`config.mk`:
```
export PLATFORM = sky130hd
export DESIGN_NAME = mem_arbiter_flat
export DESIGN_NICKNAME = d
export VERILOG_FILES = /design/src/rtl/mem_arb_pkg.sv /design/src/rtl/mem_arbiter_if.sv /design/src/rtl/mem_arb_pick.sv /design/src/rtl/mem_arbiter.sv /design/src/flat_wrapper.sv
export SDC_FILE = /design/constraint.sdc
export NUM_CORES = 1
export LEC_CHECK = 0
export BUFFER_PORTS_ARGS = -buffer_cell sky130_fd_sc_hd__clkbuf_2
export CAP_MARGIN = 15
export CELL_PAD_IN_SITES_DETAIL_PLACEMENT = 0
export CELL_PAD_IN_SITES_GLOBAL_PLACEMENT = 1
export CORE_ASPECT_RATIO = 1.2
export CORE_MARGIN = 10
export CORE_UTILIZATION = 37
export DETAILED_ROUTE_END_ITERATION = 8
export GPL_TIMING_DRIVEN = 0
export PLACE_DENSITY = 0.89
export SETUP_SLACK_MARGIN = 0.1
export SLEW_MARGIN = 0
export SYNTH_ARGS = -nofsm -noshare
export SYNTH_HDL_FRONTEND = slang
export SYNTH_SLANG_ARGS = --single-unit
```
`constraint.sdc`:
```
create_clock -name clk -period 5.8 [get_ports clk]
set_clock_uncertainty 0.05 [all_clocks]
set_input_delay 0 -clock clk [delete_from_list [all_inputs] [get_ports clk]]
set_output_delay 0 -clock clk [all_outputs]
set_load 0.01 [all_outputs]
```
`src/rtl/mem_arb_pkg.sv`:
```
// Shared types for the backing-memory arbiter.
// States, requester ids and round-robin classes.
package mem_arb_pkg;

  typedef enum logic [1:0] {
    ARB_IDLE,
    ARB_REQ,
    ARB_WAIT,
    ARB_DONE
  } arb_state_t;

  typedef enum logic [1:0] {
    SRC_IC,
    SRC_DL,
    SRC_DE
  } arb_src_t;

  typedef enum logic {
    CLS_INST,
    CLS_DATA
  } arb_class_t;

  function automatic arb_class_t src_class(
    arb_src_t s
  );
    return (s == SRC_IC) ? CLS_INST : CLS_DATA;
  endfunction

endpackage

```
`src/rtl/mem_arbiter_if.sv`:
```
// Requester and memory signals of the arbiter.
// slave = arbiter side, master = environment side.
interface mem_arbiter_if #(
  parameter int ADDR_W = 32,
  parameter int DATA_W = 32
);

  logic              ic_req;
  logic [ADDR_W-1:0] ic_addr;
  logic              ic_done;
  logic [DATA_W-1:0] ic_rdata;

  logic              dl_req;
  logic [ADDR_W-1:0] dl_addr;
  logic              dl_done;
  logic [DATA_W-1:0] dl_rdata;

  logic              de_req;
  logic [ADDR_W-1:0] de_addr;
  logic [DATA_W-1:0] de_wdata;
  logic              de_done;

  logic              mem_req;
  logic              mem_we;
  logic [ADDR_W-1:0] mem_addr;
  logic [DATA_W-1:0] mem_wdata;
  logic [DATA_W-1:0] mem_rdata;
  logic              mem_ready;

  modport slave (
    input  ic_req, ic_addr,
    input  dl_req, dl_addr,
    input  de_req, de_addr, de_wdata,
    input  mem_rdata, mem_ready,
    output ic_done, ic_rdata,
    output dl_done, dl_rdata,
    output de_done,
    output mem_req, mem_we,
    output mem_addr, mem_wdata
  );

  modport master (
    output ic_req, ic_addr,
    output dl_req, dl_addr,
    output de_req, de_addr, de_wdata,
    output mem_rdata, mem_ready,
    input  ic_done, ic_rdata,
    input  dl_done, dl_rdata,
    input  de_done,
    input  mem_req, mem_we,
    input  mem_addr, mem_wdata
  );

endinterface

```
`src/rtl/mem_arb_pick.sv`:
```
// Grant picker: evict beats load in the data class,
// round-robin between instruction and data classes.
module mem_arb_pick
  import mem_arb_pkg::*;
(
  input  logic       i_ic_req,
  input  logic       i_dl_req,
  input  logic       i_de_req,
  input  arb_class_t i_rr_last,
  output logic       o_gnt_valid,
  output arb_src_t   o_gnt_src
);

  logic     w_inst;
  logic     w_data;
  arb_src_t w_data_src;

  assign w_inst = i_ic_req;
  assign w_data = i_dl_req | i_de_req;
  // write-back must reach memory before a refill load
  assign w_data_src = i_de_req ? SRC_DE : SRC_DL;

  always_comb begin
    o_gnt_valid = w_inst | w_data;
    o_gnt_src   = SRC_IC;
    unique case (1'b1)
      (w_inst && w_data):
        o_gnt_src = (i_rr_last == CLS_INST)
                  ? w_data_src : SRC_IC;
      (w_data && !w_inst):
        o_gnt_src = w_data_src;
      default:
        o_gnt_src = SRC_IC;
    endcase
  end

endmodule

```
`src/rtl/mem_arbiter.sv`:
```
// Backing-memory arbiter: one word transaction at a
// time for icache refill, MSHR load and MSHR evict.
module mem_arbiter
  import mem_arb_pkg::*;
#(
  parameter int ADDR_W      = 32,
  parameter int DATA_W      = 32,
  parameter int TIMEOUT_CYC = 255
) (
  input  logic         clk,
  input  logic         rst,
  mem_arbiter_if.slave bus,
  output logic         busy,
  output logic         timeout_err
);

  localparam int CNT_W = $clog2(TIMEOUT_CYC + 1);
  localparam logic [CNT_W-1:0] CNT_LAST =
    CNT_W'(TIMEOUT_CYC - 1);

  arb_state_t        r_state;
  arb_state_t        w_next;
  arb_src_t          r_src;
  arb_class_t        r_rr;
  logic              r_we;
  logic [ADDR_W-1:0] r_addr;
  logic [DATA_W-1:0] r_wdata;
  logic [CNT_W-1:0]  r_cnt;
  logic              r_err;
  logic [DATA_W-1:0] r_ic_rdata;
  logic [DATA_W-1:0] r_dl_rdata;

  logic              w_gnt_valid;
  arb_src_t          w_gnt_src;
  logic [ADDR_W-1:0] w_gnt_addr;
  logic              w_grant;
  logic              w_expire;
  logic              w_finish;
  logic [DATA_W-1:0] w_rdata;

  mem_arb_pick u_pick (
    .i_ic_req    (bus.ic_req),
    .i_dl_req    (bus.dl_req),
    .i_de_req    (bus.de_req),
    .i_rr_last   (r_rr),
    .o_gnt_valid (w_gnt_valid),
    .o_gnt_src   (w_gnt_src)
  );

  always_comb begin
    w_gnt_addr = bus.ic_addr;
    unique case (w_gnt_src)
      SRC_IC:  w_gnt_addr = bus.ic_addr;
      SRC_DL:  w_gnt_addr = bus.dl_addr;
      SRC_DE:  w_gnt_addr = bus.de_addr;
      default: w_gnt_addr = bus.ic_addr;
    endcase
  end

  assign w_grant  = (r_state == ARB_IDLE)
                  && w_gnt_valid;
  // ready wins over the watchdog on the same cycle
  assign w_expire = (r_state == ARB_WAIT)
                  && !bus.mem_ready
                  && (r_cnt == CNT_LAST);
  assign w_finish =
    ((r_state == ARB_REQ) && bus.mem_ready)
    || ((r_state == ARB_WAIT)
        && (bus.mem_ready || w_expire));
  assign w_rdata  = bus.mem_ready
                  ? bus.mem_rdata : '0;

  always_comb begin
    w_next = r_state;
    unique case (r_state)
      ARB_IDLE: if (w_gnt_valid) w_next = ARB_REQ;
      ARB_REQ:  w_next = w_finish ? ARB_DONE
                                  : ARB_WAIT;
      ARB_WAIT: if (w_finish) w_next = ARB_DONE;
      ARB_DONE: w_next = ARB_IDLE;
      default:  w_next = ARB_IDLE;
    endcase
  end

  always_ff @(posedge clk or negedge rst) begin
    if (!rst) r_state <= ARB_IDLE;
    else      r_state <= w_next;
  end

  always_ff @(posedge clk or negedge rst) begin
    if (!rst) begin
      r_src      <= SRC_IC;
      r_rr       <= CLS_DATA;
      r_we       <= 1'b0;
      r_addr     <= '0;
      r_wdata    <= '0;
      r_cnt      <= '0;
      r_err      <= 1'b0;
      r_ic_rdata <= '0;
      r_dl_rdata <= '0;
    end else begin
      if (w_grant) begin
        r_src  <= w_gnt_src;
        r_rr   <= src_class(w_gnt_src);
        r_we   <= (w_gnt_src == SRC_DE);
        r_addr <= w_gnt_addr;
        if (w_gnt_src == SRC_DE)
          r_wdata <= bus.de_wdata;
      end
      if (r_state == ARB_REQ)
        r_cnt <= '0;
      else if ((r_state == ARB_WAIT) && !w_finish)
        r_cnt <= r_cnt + CNT_W'(1);
      if (w_expire)
        r_err <= 1'b1;
      if (w_finish && (r_src == SRC_IC))
        r_ic_rdata <= w_rdata;
      if (w_finish && (r_src == SRC_DL))
        r_dl_rdata <= w_rdata;
    end
  end

  assign bus.mem_req   = (r_state == ARB_REQ);
  assign bus.mem_we    = r_we;
  assign bus.mem_addr  = r_addr;
  assign bus.mem_wdata = r_wdata;

  assign bus.ic_done  = (r_state == ARB_DONE)
                      && (r_src == SRC_IC);
  assign bus.dl_done  = (r_state == ARB_DONE)
                      && (r_src == SRC_DL);
  assign bus.de_done  = (r_state == ARB_DONE)
                      && (r_src == SRC_DE);
  assign bus.ic_rdata = r_ic_rdata;
  assign bus.dl_rdata = r_dl_rdata;

  assign busy        = (r_state != ARB_IDLE);
  assign timeout_err = r_err;

endmodule

```
`src/flat_wrapper.sv`:
```
// flat-port wrapper written by rule: the top's interface ports become plain ports
module mem_arbiter_flat import mem_arb_pkg::*;
#(
  parameter int ADDR_W      = 32,
  parameter int DATA_W      = 32,
  parameter int TIMEOUT_CYC = 255
)
  (clk, rst, busy, timeout_err, bus_ic_req, bus_ic_addr, bus_dl_req, bus_dl_addr, bus_de_req, bus_de_addr, bus_de_wdata, bus_mem_rdata, bus_mem_ready, bus_ic_done, bus_ic_rdata, bus_dl_done, bus_dl_rdata, bus_de_done, bus_mem_req, bus_mem_we, bus_mem_addr, bus_mem_wdata);
  mem_arbiter_if #(.ADDR_W(ADDR_W), .DATA_W(DATA_W)) bus_i ();
  input  logic clk;
  input  logic rst;
  output logic busy;
  output logic timeout_err;
  input wire logic [$bits(bus_i.ic_req)-1:0] bus_ic_req;
  input wire logic [$bits(bus_i.ic_addr)-1:0] bus_ic_addr;
  input wire logic [$bits(bus_i.dl_req)-1:0] bus_dl_req;
  input wire logic [$bits(bus_i.dl_addr)-1:0] bus_dl_addr;
  input wire logic [$bits(bus_i.de_req)-1:0] bus_de_req;
  input wire logic [$bits(bus_i.de_addr)-1:0] bus_de_addr;
  input wire logic [$bits(bus_i.de_wdata)-1:0] bus_de_wdata;
  input wire logic [$bits(bus_i.mem_rdata)-1:0] bus_mem_rdata;
  input wire logic [$bits(bus_i.mem_ready)-1:0] bus_mem_ready;
  output wire logic [$bits(bus_i.ic_done)-1:0] bus_ic_done;
  output wire logic [$bits(bus_i.ic_rdata)-1:0] bus_ic_rdata;
  output wire logic [$bits(bus_i.dl_done)-1:0] bus_dl_done;
  output wire logic [$bits(bus_i.dl_rdata)-1:0] bus_dl_rdata;
  output wire logic [$bits(bus_i.de_done)-1:0] bus_de_done;
  output wire logic [$bits(bus_i.mem_req)-1:0] bus_mem_req;
  output wire logic [$bits(bus_i.mem_we)-1:0] bus_mem_we;
  output wire logic [$bits(bus_i.mem_addr)-1:0] bus_mem_addr;
  output wire logic [$bits(bus_i.mem_wdata)-1:0] bus_mem_wdata;
  assign bus_i.ic_req = bus_ic_req;
  assign bus_i.ic_addr = bus_ic_addr;
  assign bus_i.dl_req = bus_dl_req;
  assign bus_i.dl_addr = bus_dl_addr;
  assign bus_i.de_req = bus_de_req;
  assign bus_i.de_addr = bus_de_addr;
  assign bus_i.de_wdata = bus_de_wdata;
  assign bus_i.mem_rdata = bus_mem_rdata;
  assign bus_i.mem_ready = bus_mem_ready;
  assign bus_ic_done = bus_i.ic_done;
  assign bus_ic_rdata = bus_i.ic_rdata;
  assign bus_dl_done = bus_i.dl_done;
  assign bus_dl_rdata = bus_i.dl_rdata;
  assign bus_de_done = bus_i.de_done;
  assign bus_mem_req = bus_i.mem_req;
  assign bus_mem_we = bus_i.mem_we;
  assign bus_mem_addr = bus_i.mem_addr;
  assign bus_mem_wdata = bus_i.mem_wdata;
  mem_arbiter #(.ADDR_W(ADDR_W), .DATA_W(DATA_W), .TIMEOUT_CYC(TIMEOUT_CYC)) u_core (.clk(clk), .rst(rst), .bus(bus_i), .busy(busy), .timeout_err(timeout_err));
endmodule
```
-- After elaboration in Yosys (flattened, before gate mapping)
Index checks and enable logic that the tools add are counted.
- output and inout port bits: 135
- flip-flop bits (word level): 143
- bits of input ports: 166
- logic and storage cells: 60
- reductions and logical operators: 25
- mux-type cells: 12
- bitwise gates (word level): 2
- equal/unequal tests: 10
- add/subtract/negate cells: 1
- operators by type and width (cell ; number):
    $pmux 32 s2 ; 1
    $mux 32 ; 1
    $mux 8 ; 2
    $logic_and 1x1->1 ; 13
    $add 8x1->8 const B ; 1
    $eq 2x2->1 const B ; 4
    $eq 8x8->1 const B ; 1
    $mux 2 ; 4
    $pmux 2 s4 ; 1
    $eq 2x1->1 const B ; 3
    $logic_not 2->1 ; 3
    $ne 2x1->1 const B ; 2
    $pmux 2 s2 ; 1
    $reduce_and 2->1 ; 2
    $reduce_bool 2->1 ; 2
    $logic_not 1->1 ; 3
    $logic_or 1x1->1 ; 2
    $mux 1 ; 2
    $or 1x1->1 ; 2

-- Longest topological paths before layout
Gate-level depths: netlist (run 1).
- word-level depth: 10
- mapped depth: 10

-- Cells and area by module
Synthesis (run 1) repeated with hierarchy kept, for this count alone.
- cell total of the unflattened synthesis: 532
- area, all modules: 6274.8 µm²
- by module, submodules not included (module ; sequential area each (µm²) ; cells each ; area an instance (µm²) ; instances):
    mem_arbiter ; 3579.7 ; 528 ; 6249.7 ; 1
    mem_arb_pick ; 0.0 ; 4 ; 25.0 ; 1

-- Worst setup path after synthesis (run 1)
Ideal clock, no wire load.
- path kind: reg-to-reg
- start: register u_core.r_rr
- end: register u_core.r_addr[29] (netlist: u_core.bus.mem_addr[29])
- period minus slack after synthesis: 1.967 ns
- setup slack: 3.833 ns
- cell stages (with the launch flop): 10
- buffers on the path: 2
- arrival time: 1.781 ns
- required time: 5.614 ns
- cells stage by stage: dfstp_2 nand2_1 nand3b_1 inv_1 ha_1 clkbuf_1 buf_1 nor2_1 a21oi_1 o21ai_0
- word-level cells in the longest chain between the ends: 4
- elaborated cells between the ends (all ways): 5
- those cells by class: 2 x eq/ne; 3 x mux
- ends and longest elaborated chain (element ; RTL line ; text):
    from (decl) ; mem_arbiter.sv:24 ; arb_class_t r_rr;
    from (signal assigned) ; mem_arbiter.sv:104 ; r_rr <= src_class(w_gnt_src);
    $mux 2 * ; mem_arb_pick.sv:29 ; ? w_data_src : SRC_IC;
    $pmux 2 s2 * ; mem_arb_pick.sv:26 ; unique case (1'b1)
    via u_core.u_pick.o_gnt_src[0] ; mem_arb_pick.sv:11 ; output arb_src_t o_gnt_src
    $eq 2x2->1 or $eq 2x1->1 (tied branches) ; mem_arbiter.sv:52 ; unique case (w_gnt_src)
    $pmux 32 s2 * ; mem_arbiter.sv:52 ;
    to (signal assigned) ; mem_arbiter.sv:106 ; r_addr <= w_gnt_addr;
    to (decl) ; mem_arbiter.sv:26 ; logic [ADDR_W-1:0] r_addr;
Mark *: on every way through the listed nets, which the timed path passes. The rest lies on a longest branch.
A chain may end at the register's enable or synchronous reset.

-- Worst setup path in the final report (run 1)
- start: register u_core.r_rr
- end: register u_core.r_addr[12] (netlist: u_core.bus.mem_addr[12])
Same word-level chain as after synthesis.

==> results of run 1 <==
## cells in the final DEF, fill, tap and decap left out, drive strengths merged, types with 4 or more instances in the layout
cell         instances
clkbuf             351
dfrtp              142
dlygate4sd3        127
a32o                64
nand2               45
nor2                43
o21ai               37
a21oi               36
mux2                33
a22oi               32
buf                 14
inv                 10
ha                   9
nor3                 4
## worst paths after layout
kind	end	slack, ps	cells after the start
hold / removal	u_core.bus.mem_addr[29]	20	5
min in group asynchronous	u_core.bus.mem_wdata[26]	120	2
setup / recovery	u_core.bus.mem_addr[12]	2880	10
setup reg to reg	u_core.bus.mem_addr[12]	2880	10
max in group asynchronous	u_core.bus.ic_rdata[12]	4810	3
hold reg to reg	u_core.timeout_err	410	1
## power groups by stage
stage                     clock network (uW)  registers, uW  logic [uW]
after CTS                               1140           1680        1890
after global placement                     0           1670        1730
final                                   1110           1690        1870
after floorplan                            0           1850         784
after global routing                    1180           1740        2060
after detailed placement                   0           1690        1770
## layer usage
layer / global-route usage [%] / vias to the layer above / share of wire (%)
met2: 36.59 / 257 / 53
li1: - / 2875 / -
met1: 21.27 / 2953 / 36
met4: 7.217 / 0 / 2.6
met3: 7.107 / 43 / 8.6
met5: 0 / - / 0
## registers in the layout (all words and copies together) (netlist names)
| name | flops |
|---|---|
| u_core.bus.mem_wdata | 32 |
| u_core.bus.dl_rdata | 32 |
| u_core.bus.mem_we | 1 |
| u_core.timeout_err | 1 |
| u_core.r_src | 2 |
| u_core.bus.ic_rdata | 32 |
| u_core.r_state | 2 |
| u_core.r_cnt | 8 |
| u_core.bus.mem_addr | 32 |
| u_core.r_rr | 1 |
## per-stage QoR
step | std cells | worst slack [ps] | utilization, %
floorplan | 527 | 3833 | -
global placement | 1039 | 2250 | 48.60
detailed placement | 1040 | 3433 | 48.82
CTS | 1199 | 2939 | 60.30
global route | 1200 | 2658 | 60.32
finish | 1200 | 2881 | 60.32
## worst max-delay path: cells and delay by family, from the launching register on
kind / cells / cell delay, ps
flops: 1 / 530
simple gates: 3 / 340
fa+ha+maj: 1 / 270
buf+inv: 4 / 1390
compound gates: 2 / 230
## cells by family (layout without fill, tap and decap cells)
| logic type | Yosys count | count (layout) | share of synthesized area [%] |
|---|---|---|---|
| and+or+nand+nor | 107 | 107 | 7.562 |
| adders and majority gates | 9 | 9 | 1.824 |
| AOI/OAI and AO/OA | 180 | 180 | 21.97 |
| buffers and inverters | 51 | 511 | 4.034 |
| xor gates and xnor gates | 3 | 3 | 0.4258 |
| DFF | 143 | 143 | 58.00 |
| other | 0 | 1 | 0 |
| muxes | 34 | 34 | 6.183 |
## cell type report
type	instances	area [um2]
Fill cell	1382	6482
Sequential cell	143	3580
Timing Repair Buffer	428	2809
Multi-Input combinational cell	333	2344
Clock buffer	20	446.7
Tap cell	212	265.3
Buffer	44	222.7
Clock inverter	12	157.7
Inverter	7	26.28
Antenna cell	1	2.502
## timing repair
item	in CTS	in global routing
buffers inserted	0	0
endpoints found under the hold margin	204	0
setup endpoints to repair	0	0
hold buffers	127	0
==> results.json, run 1 <==
{
  "status": "finished clean",
  "synth_top_area_share_pct": 57.57,
  "grt_pass1_vias": 6841,
  "viasPerCell": 5.107,
  "io_buffers": 300,
  "start_util_pct": 37.78,
  "die_x_um": 137.9,
  "htree_levels": 4,
  "min_from": "bus_dl_addr[29]",
  "seqPwrFrac_pct": 36.1,
  "hp-class": "primary input to register",
  "final_nets": 1149,
  "via_count": 6128,
  "cts-buffers-inserted": 17,
  "max_stage_delay_ps": 580,
  "drc": 0,
  "comb_power_share_pct": 40.1,
  "wl_mm": 22.87,
  "dieArea_um2": 22270,
  "maxCapViolCount": 0,
  "slew_headroom_pct": 58.71,
  "min_period_over_period_pct": 50.33,
  "synth_commonest_cells": "142 x dfrtp_1, 64 x a32o_1, 44 x nand2_1, 43 x nor2_1",
  "crit_required_ps": 6030,
  "synth_top_area_cell": "dfrtp_1",
  "synth_cell_types": 41,
  "p_total_uw": 4664,
  "cpMostUsedCell": "clkbuf_1",
  "critical_path_class": "register to register",
  "setup_tns_ps": 0,
  "period_needed_ps": 2919,
  "hold_viol": 0,
  "p_leak_uw": 0.004769,
  "cp_max_fo": 10,
  "slew_viol_final": 0,
  "drt_first_pass_iters": 5,
  "cts_tree": "yes",
  "cts.sinks": 143,
  "start_kind": "register",
  "io_pins": 301,
  "critPathLaunch": "u_core.r_rr",
  "synth_edf_count": 0,
  "ys.flop_type": "dfrtp_1",
  "synth.ff_latch_count": 143,
  "antenna_found_initial": 1,
  "grt_overflow": 0,
  "synthesis.area_um2": 6172,
  "p_per_area_nw_per_um2": 473.4,
  "placementRows": 51,
  "crit_chain": "nand2_1, nand3b_1, inv_1, ha_1, clkbuf_1, clkbuf_1, nor2_1, a21oi_1, dlygate4sd3_1, o21ai_0",
  "fmax_mhz": 342.6,
  "first_iter_violations": 272,
  "hold_slack_ps": 16.55,
  "cts_resized": 0,
  "place_congestion": 0.8239,
  "cts_buffer_depth": 2,
  "peakVddDrop_uv": 179.5,
  "die_y_um": 161.5,
  "synth_most_common_cell": "dfrtp_1",
  "final_area_um2": 9853,
  "internal_power_uw": 2986,
  "placed_cell_area_um2": 7975,
  "post_drt_wl_per_cell_um": 19.06,
  "endpoint_kind": "register",
  "finalSetupViolCount": 0,
  "grt_pass1_wl_mm": 36.06,
  "grt_usage_pct": 20.40,
  "p_sw_uw": 1678,
  "cts.clk_slew.worst_paths_ps": 60,
  "area_growth_pct": 59.64,
  "r2r_start": "u_core.r_rr",
  "yosys_warnings": 0,
  "hpwl_mm": 16.97,
  "root_buffer": "clkbuf_16",
  "syn_inst": 527,
  "syn_area_per_cell_um2": 11.71,
  "worst_pin_slew_ps": 619.3,
  "p_sw_share_pct": 35.98,
  "synthArstFlopShare_pct": 100.0,
  "ant_nets": 0,
  "drive_gt1_share_pct": 38.70,
  "ys_seq_area_share_pct": 58.00,
  "pwr-share-clk_pct": 23.8,
  "clk_latency_ps": 400,
  "worst_path_max_delay_cell": "dlygate4sd3_1",
  "core_um2": 16340,
  "grt_setup_unrepaired": "no",
  "cp_data_arrival_time_ps": 3150,
  "synth_nets": 702,
  "synth_area_leaders": "dfrtp_1 58%, a32o_1 10%, mux2_2 6.0%",
  "grt_max_degree": 76
}
(Power assumes the default switching activity.)
==> run 2, diff against run 1 <==
- CORE_UTILIZATION: 37 -> 35
- PLACE_DENSITY: 0.89 -> 0.85
- clock period: 5.8 -> 2.8 ns (I/O delays scaled with it)
==> results.json, run 2 (synthesis gave the netlist of run 1 again) <==
{
  "slew_viol_final": 0,
  "min_period_over_period_pct": 90.08,
  "hold_viol": 0,
  "area_growth_pct": 64.83,
  "grt_pass1_vias": 7013,
  "cts_tree": "yes",
  "cp_data_arrival_time_ps": 2760,
  "cts.clk_slew.worst_paths_ps": 60,
  "postCtsSetupRepairBufs": 0,
  "internal_power_uw": 6211,
  "root_buffer": "clkbuf_16",
  "start_util_pct": 35.39,
  "layout_commonest_cell": "clkbuf_2",
  "die_x_um": 141.2,
  "die_y_um": 165.5,
  "regArea_um2": 3580,
  "worst_path_max_delay_cell": "dlygate4sd3_1",
  "first_iter_violations": 326,
  "p_per_area_nw_per_um2": 959.8,
  "core_um2": 17440,
  "layout_common_cells": "300 x clkbuf_2, 154 x dlygate4sd3_1, 142 x dfrtp_1",
  "final_nets": 1176,
  "p_sw_share_pct": 36.39,
  "finalSetupViolCount": 0,
  "layoutNonFillerInstCount": 1236,
  "placementRows": 53,
  "crit_chain": "nand2_1, nand3b_1, inv_1, ha_1, clkbuf_2, a22oi_1, dlygate4sd3_1, nor2_1, a21oi_1, o21ai_0",
  "critical_path_class": "register to register",
  "slew_headroom_pct": 29.37,
  "dp.cells": 1048,
  "ant_nets": 0,
  "peakVddDrop_uv": 406.7,
  "p_leak_uw": 0.004924,
  "max_stage_delay_ps": 560,
  "worst-path-buf-inv": 3,
  "drive_gt1_share_pct": 38.07,
  "worst_pin_slew_ps": 1056,
  "grt_max_degree": 111,
  "crit_required_ps": 3030,
  "cp_max_fo": 10,
  "hp-class": "primary input to register",
  "grt_pass1_wl_mm": 38.06,
  "fmax_mhz": 396.5,
  "status": "finished clean",
  "maxCapViolCount": 0,
  "grt_setup_unrepaired": "no",
  "n_fill_cell": 1382,
  "via_count": 6405,
  "p_sw_uw": 3553,
  "start_kind": "register",
  "clk_latency_ps": 410,
  "final_area_um2": 10170,
  "endpoint_kind": "register",
  "place_congestion": 0.7930,
  "antenna_found_initial": 1,
  "io_buffers": 300,
  "wl_mm": 24.54,
  "period_needed_ps": 2522,
  "post_drt_wl_per_cell_um": 19.86,
  "cts_buffer_depth": 2,
  "pwr-share-clk_pct": 24.8,
  "drt_first_pass_iters": 5,
  "placed_cell_area_um2": 7985,
  "cts.sinks": 143,
  "seqPwrFrac_pct": 35.6,
  "cts-buffers-inserted": 17,
  "grt_overflow": 0,
  "multiInputGateArea_um2": 2346,
  "crit_family": "buffers and inverters",
  "hpwl_mm": 16.81,
  "grt_usage_pct": 20.46,
  "io_pins": 301,
  "dieArea_um2": 23370,
  "viasPerCell": 5.182,
  "hold_slack_ps": 17.87,
  "drc": 0,
  "htree_levels": 4,
  "comb_power_share_pct": 39.6
}
-- run 2: cell types whose count changed in the layout (fill, tap and decap cells not counted), moves of 2 or more --
cell | before | now
clkinv_4 | 1 | 4
clkbuf_1 | 33 | 30
clkinvlp_4 | 3 | 1
dlygate4sd3_1 | 127 | 154
-- run 2: area by class of cell --
type / instances / share of cell area [%]
Antenna cell: 2 / 0.04919
Buffer: 44 / 2.238
Clock buffer: 18 / 4.218
Clock inverter: 14 / 2.017
Inverter: 7 / 0.2583
Multi-Input combinational cell: 333 / 23.06
Sequential cell: 143 / 35.19
Tap cell: 220 / 2.706
Timing Repair Buffer: 455 / 30.27
-- run 2: what timing repair did --
item / in CTS / in global routing
hold buffers: 154 / 0
resized for setup: 0 / 8
setup endpoints to repair: 0 / 4
hold endpoints to repair: 272 / 0
-- run 2: stage by stage --
step	total power (uW)	TNS [ps]	setup slack (ps)	util, %
after floorplan	5458	0	833.0	-
after global placement	7072	-104070	-744.9	45.58
after detailed placement	7187	0	425.6	45.79
after CTS	9820	0	132.2	58.26
after global routing	10400	0	94.13	58.32
final	9764	0	277.7	58.33
-- run 2: metal layers --
metal  share of wire [%]  wire, um  GRT usage (%)
met1                  36      8938          21.91
met2                  51     12470          35.08
met3                  10      2544          8.467
met4                 2.4       591          8.318
met5                   0         0              0
-- run 2: worst reg2reg max path, stage by stage (launching register included) --
cell and delay (ps):
dfstp_2 530, nand2_1 80, nand3b_1 160, inv_1 60, ha_1 270, clkbuf_2 230
a22oi_1 170, dlygate4sd3_1 560, nor2_1 40, a21oi_1 160, o21ai_0 90
-- run 2: path summary, 6_finish.rpt --
path / startpoint / end / slack [ps] / depth (start not counted)
hold reg to reg: u_core.timeout_err / u_core.timeout_err / 410 / 1
min in group asynchronous: rst / u_core.bus.ic_rdata[19] / 490 / 3
setup reg to reg: u_core.r_rr / u_core.bus.mem_addr[3] / 280 / 10
hold / removal: bus_dl_addr[10] / u_core.bus.mem_addr[10] / 20 / 5
max in group asynchronous: rst / u_core.bus.ic_rdata[20] / 540 / 4
setup / recovery: u_core.r_rr / u_core.bus.mem_addr[3] / 280 / 10
-- run 2: power groups by stage --
stage	clock (uW)	combinational [uW]	sequential, uW
global placement	0	3620	3450
detailed placement	0	3690	3500
finish	2420	3870	3480
CTS	2470	3880	3470
floorplan	0	1620	3830
global route	2560	4250	3590
==> run 3, diff against run 2 <==
- CORE_ASPECT_RATIO: 1.2 -> 0.6
==> results.json, run 3 (synthesis gave the netlist of run 1 again) <==
{
  "slew_headroom_pct": 59.24,
  "setup_tns_ps": 0,
  "slew_viol_final": 0,
  "htree_levels": 4,
  "wl_mm": 24.52,
  "clk_latency_ps": 410,
  "layout_common_cells": "300 x clkbuf_2, 150 x dlygate4sd3_1, 142 x dfrtp_1",
  "dp.cells": 1062,
  "grt_max_degree": 73,
  "cts-buffers-inserted": 17,
  "grt_pass1_vias": 6706,
  "fmax_mhz": 393.8,
  "hp-class": "primary input to register",
  "peakVddDrop_uv": 381.0,
  "maxCapViolCount": 0,
  "violations": "negative hold slack",
  "hpwl_mm": 17.06,
  "worst_pin_slew_ps": 611.3,
  "die_x_um": 191.4,
  "final_nets": 1173,
  "io_pins": 301,
  "regArea_um2": 3580,
  "placementRows": 37,
  "cp_max_fo": 10,
  "multiInputGateArea_um2": 2354,
  "antenna_found_initial": 2,
  "place_congestion": 0.8081,
  "drt_first_pass_iters": 5,
  "grt_overflow": 0,
  "first_iter_violations": 390,
  "n_fill_cell": 1417,
  "min_period_over_period_pct": 90.69,
  "grt_usage_pct": 20.60,
  "hold_slack_ps": -13.36,
  "cts_tree": "yes",
  "area_growth_pct": 63.35,
  "p_per_area_nw_per_um2": 941.5,
  "root_buffer": "clkbuf_16",
  "hold_viol": 1,
  "viasPerCell": 5.123,
  "layoutNonFillerInstCount": 1247,
  "grt_setup_unrepaired": "yes",
  "period_needed_ps": 2539,
  "cts_buffer_depth": 2,
  "core_um2": 17220,
  "drive_gt1_share_pct": 38.58,
  "endpoint_kind": "register",
  "crit_required_ps": 3020,
  "finalSetupViolCount": 0,
  "p_leak_uw": 0.004868,
  "io_buffers": 300,
  "status": "complete, but fails checks",
  "cp_data_arrival_time_ps": 2760,
  "grt_pass1_wl_mm": 38.55,
  "start_kind": "register",
  "drc": 0,
  "die_y_um": 122.9,
  "post_drt_wl_per_cell_um": 19.66,
  "dieArea_um2": 23520,
  "cts.clk_slew.worst_paths_ps": 70,
  "via_count": 6388,
  "ant_nets": 0,
  "start_util_pct": 35.84,
  "layout_commonest_cell": "clkbuf_2",
  "cts.sinks": 143,
  "critical_path_class": "register to register"
}
## run 3: cell count changes in the layout (fill, tap and decap cells not counted), moves of 2 or more
cell | before | now
dlygate4sd3_1 | 154 | 150
clkinv_4 | 4 | 2
clkinvlp_4 | 1 | 3
inv_6 | 3 | 6
bufinv_16 | 4 | 0
## run 3: layout make-up
type | instances | area share (%)
plain buffers | 44 | 2.271
clock buffers | 18 | 4.257
inverters | 7 | 0.2606
multi-input cells | 333 | 23.34
well taps | 234 | 2.904
clock inverters | 14 | 1.191
diodes | 2 | 0.04964
flip-flops and latches | 143 | 35.50
repair buffers | 452 | 30.22
## run 3: through the flow
step	hold slack (ps)	instance area (um2)	setup WS, ps	total power, uW	utilization, %
6_report	-13.36	10080	260.7	9493	58.54
5_1_grt	43.03	10080	91.87	10130	58.54
4_1_cts	2.595	10060	143.6	9535	58.44
3_5_place_dp	6.297	8003	283.2	7204	46.47
3_3_place_gp	182.4	7966	-791.4	7099	46.26
2_1_floorplan	-345.6	6172	833.0	5458	-
## run 3: final timing paths
check	from	end	slack (ps)	depth (start not counted)
hold reg to reg	u_core.timeout_err	u_core.timeout_err	430	1
hold / removal	bus_de_addr[9]	u_core.bus.mem_addr[9]	-10	5
min in group asynchronous	rst	u_core.bus.ic_rdata[10]	110	2
setup / recovery	u_core.r_rr	u_core.bus.mem_addr[29]	260	9
max in group asynchronous	rst	u_core.bus.mem_wdata[14]	1800	3
setup reg to reg	u_core.r_rr	u_core.bus.mem_addr[29]	260	9
## run 3: where the power goes
part | internal [uW] | switching [uW] | leakage (uW)
Clock | 1160 | 974 | 0.000263
Sequential | 2960 | 528 | 0.00180
Combinational | 1740 | 2130 | 0.00281
Total | 5870 | 3630 | 0.00487
## run 3: what timing repair did
action	in CTS	in global routing
gates resized for setup	0	12
endpoints found under the hold margin	202	0
setup buffers	0	1
endpoints found under the setup margin	0	9
hold buffers	151	0
## run 3: worst max-delay path, stage by stage (launching register included)
cell and delay, ps:
dfstp_2 530, nand2_1 70, nand3b_1 180, inv_1 70, ha_2 310, clkbuf_1 360
clkbuf_2 320, nor2_1 90, a21oi_1 310, o21ai_0 120
## run 3: per-layer routing
layer | track usage, % | part of all wire [%] | wire, um
met1 | 25.33 | 41 | 10000
met2 | 33.47 | 48 | 11690
met3 | 7.337 | 9.1 | 2242
met4 | 6.414 | 2.4 | 582
met5 | 0 | 0 | 0
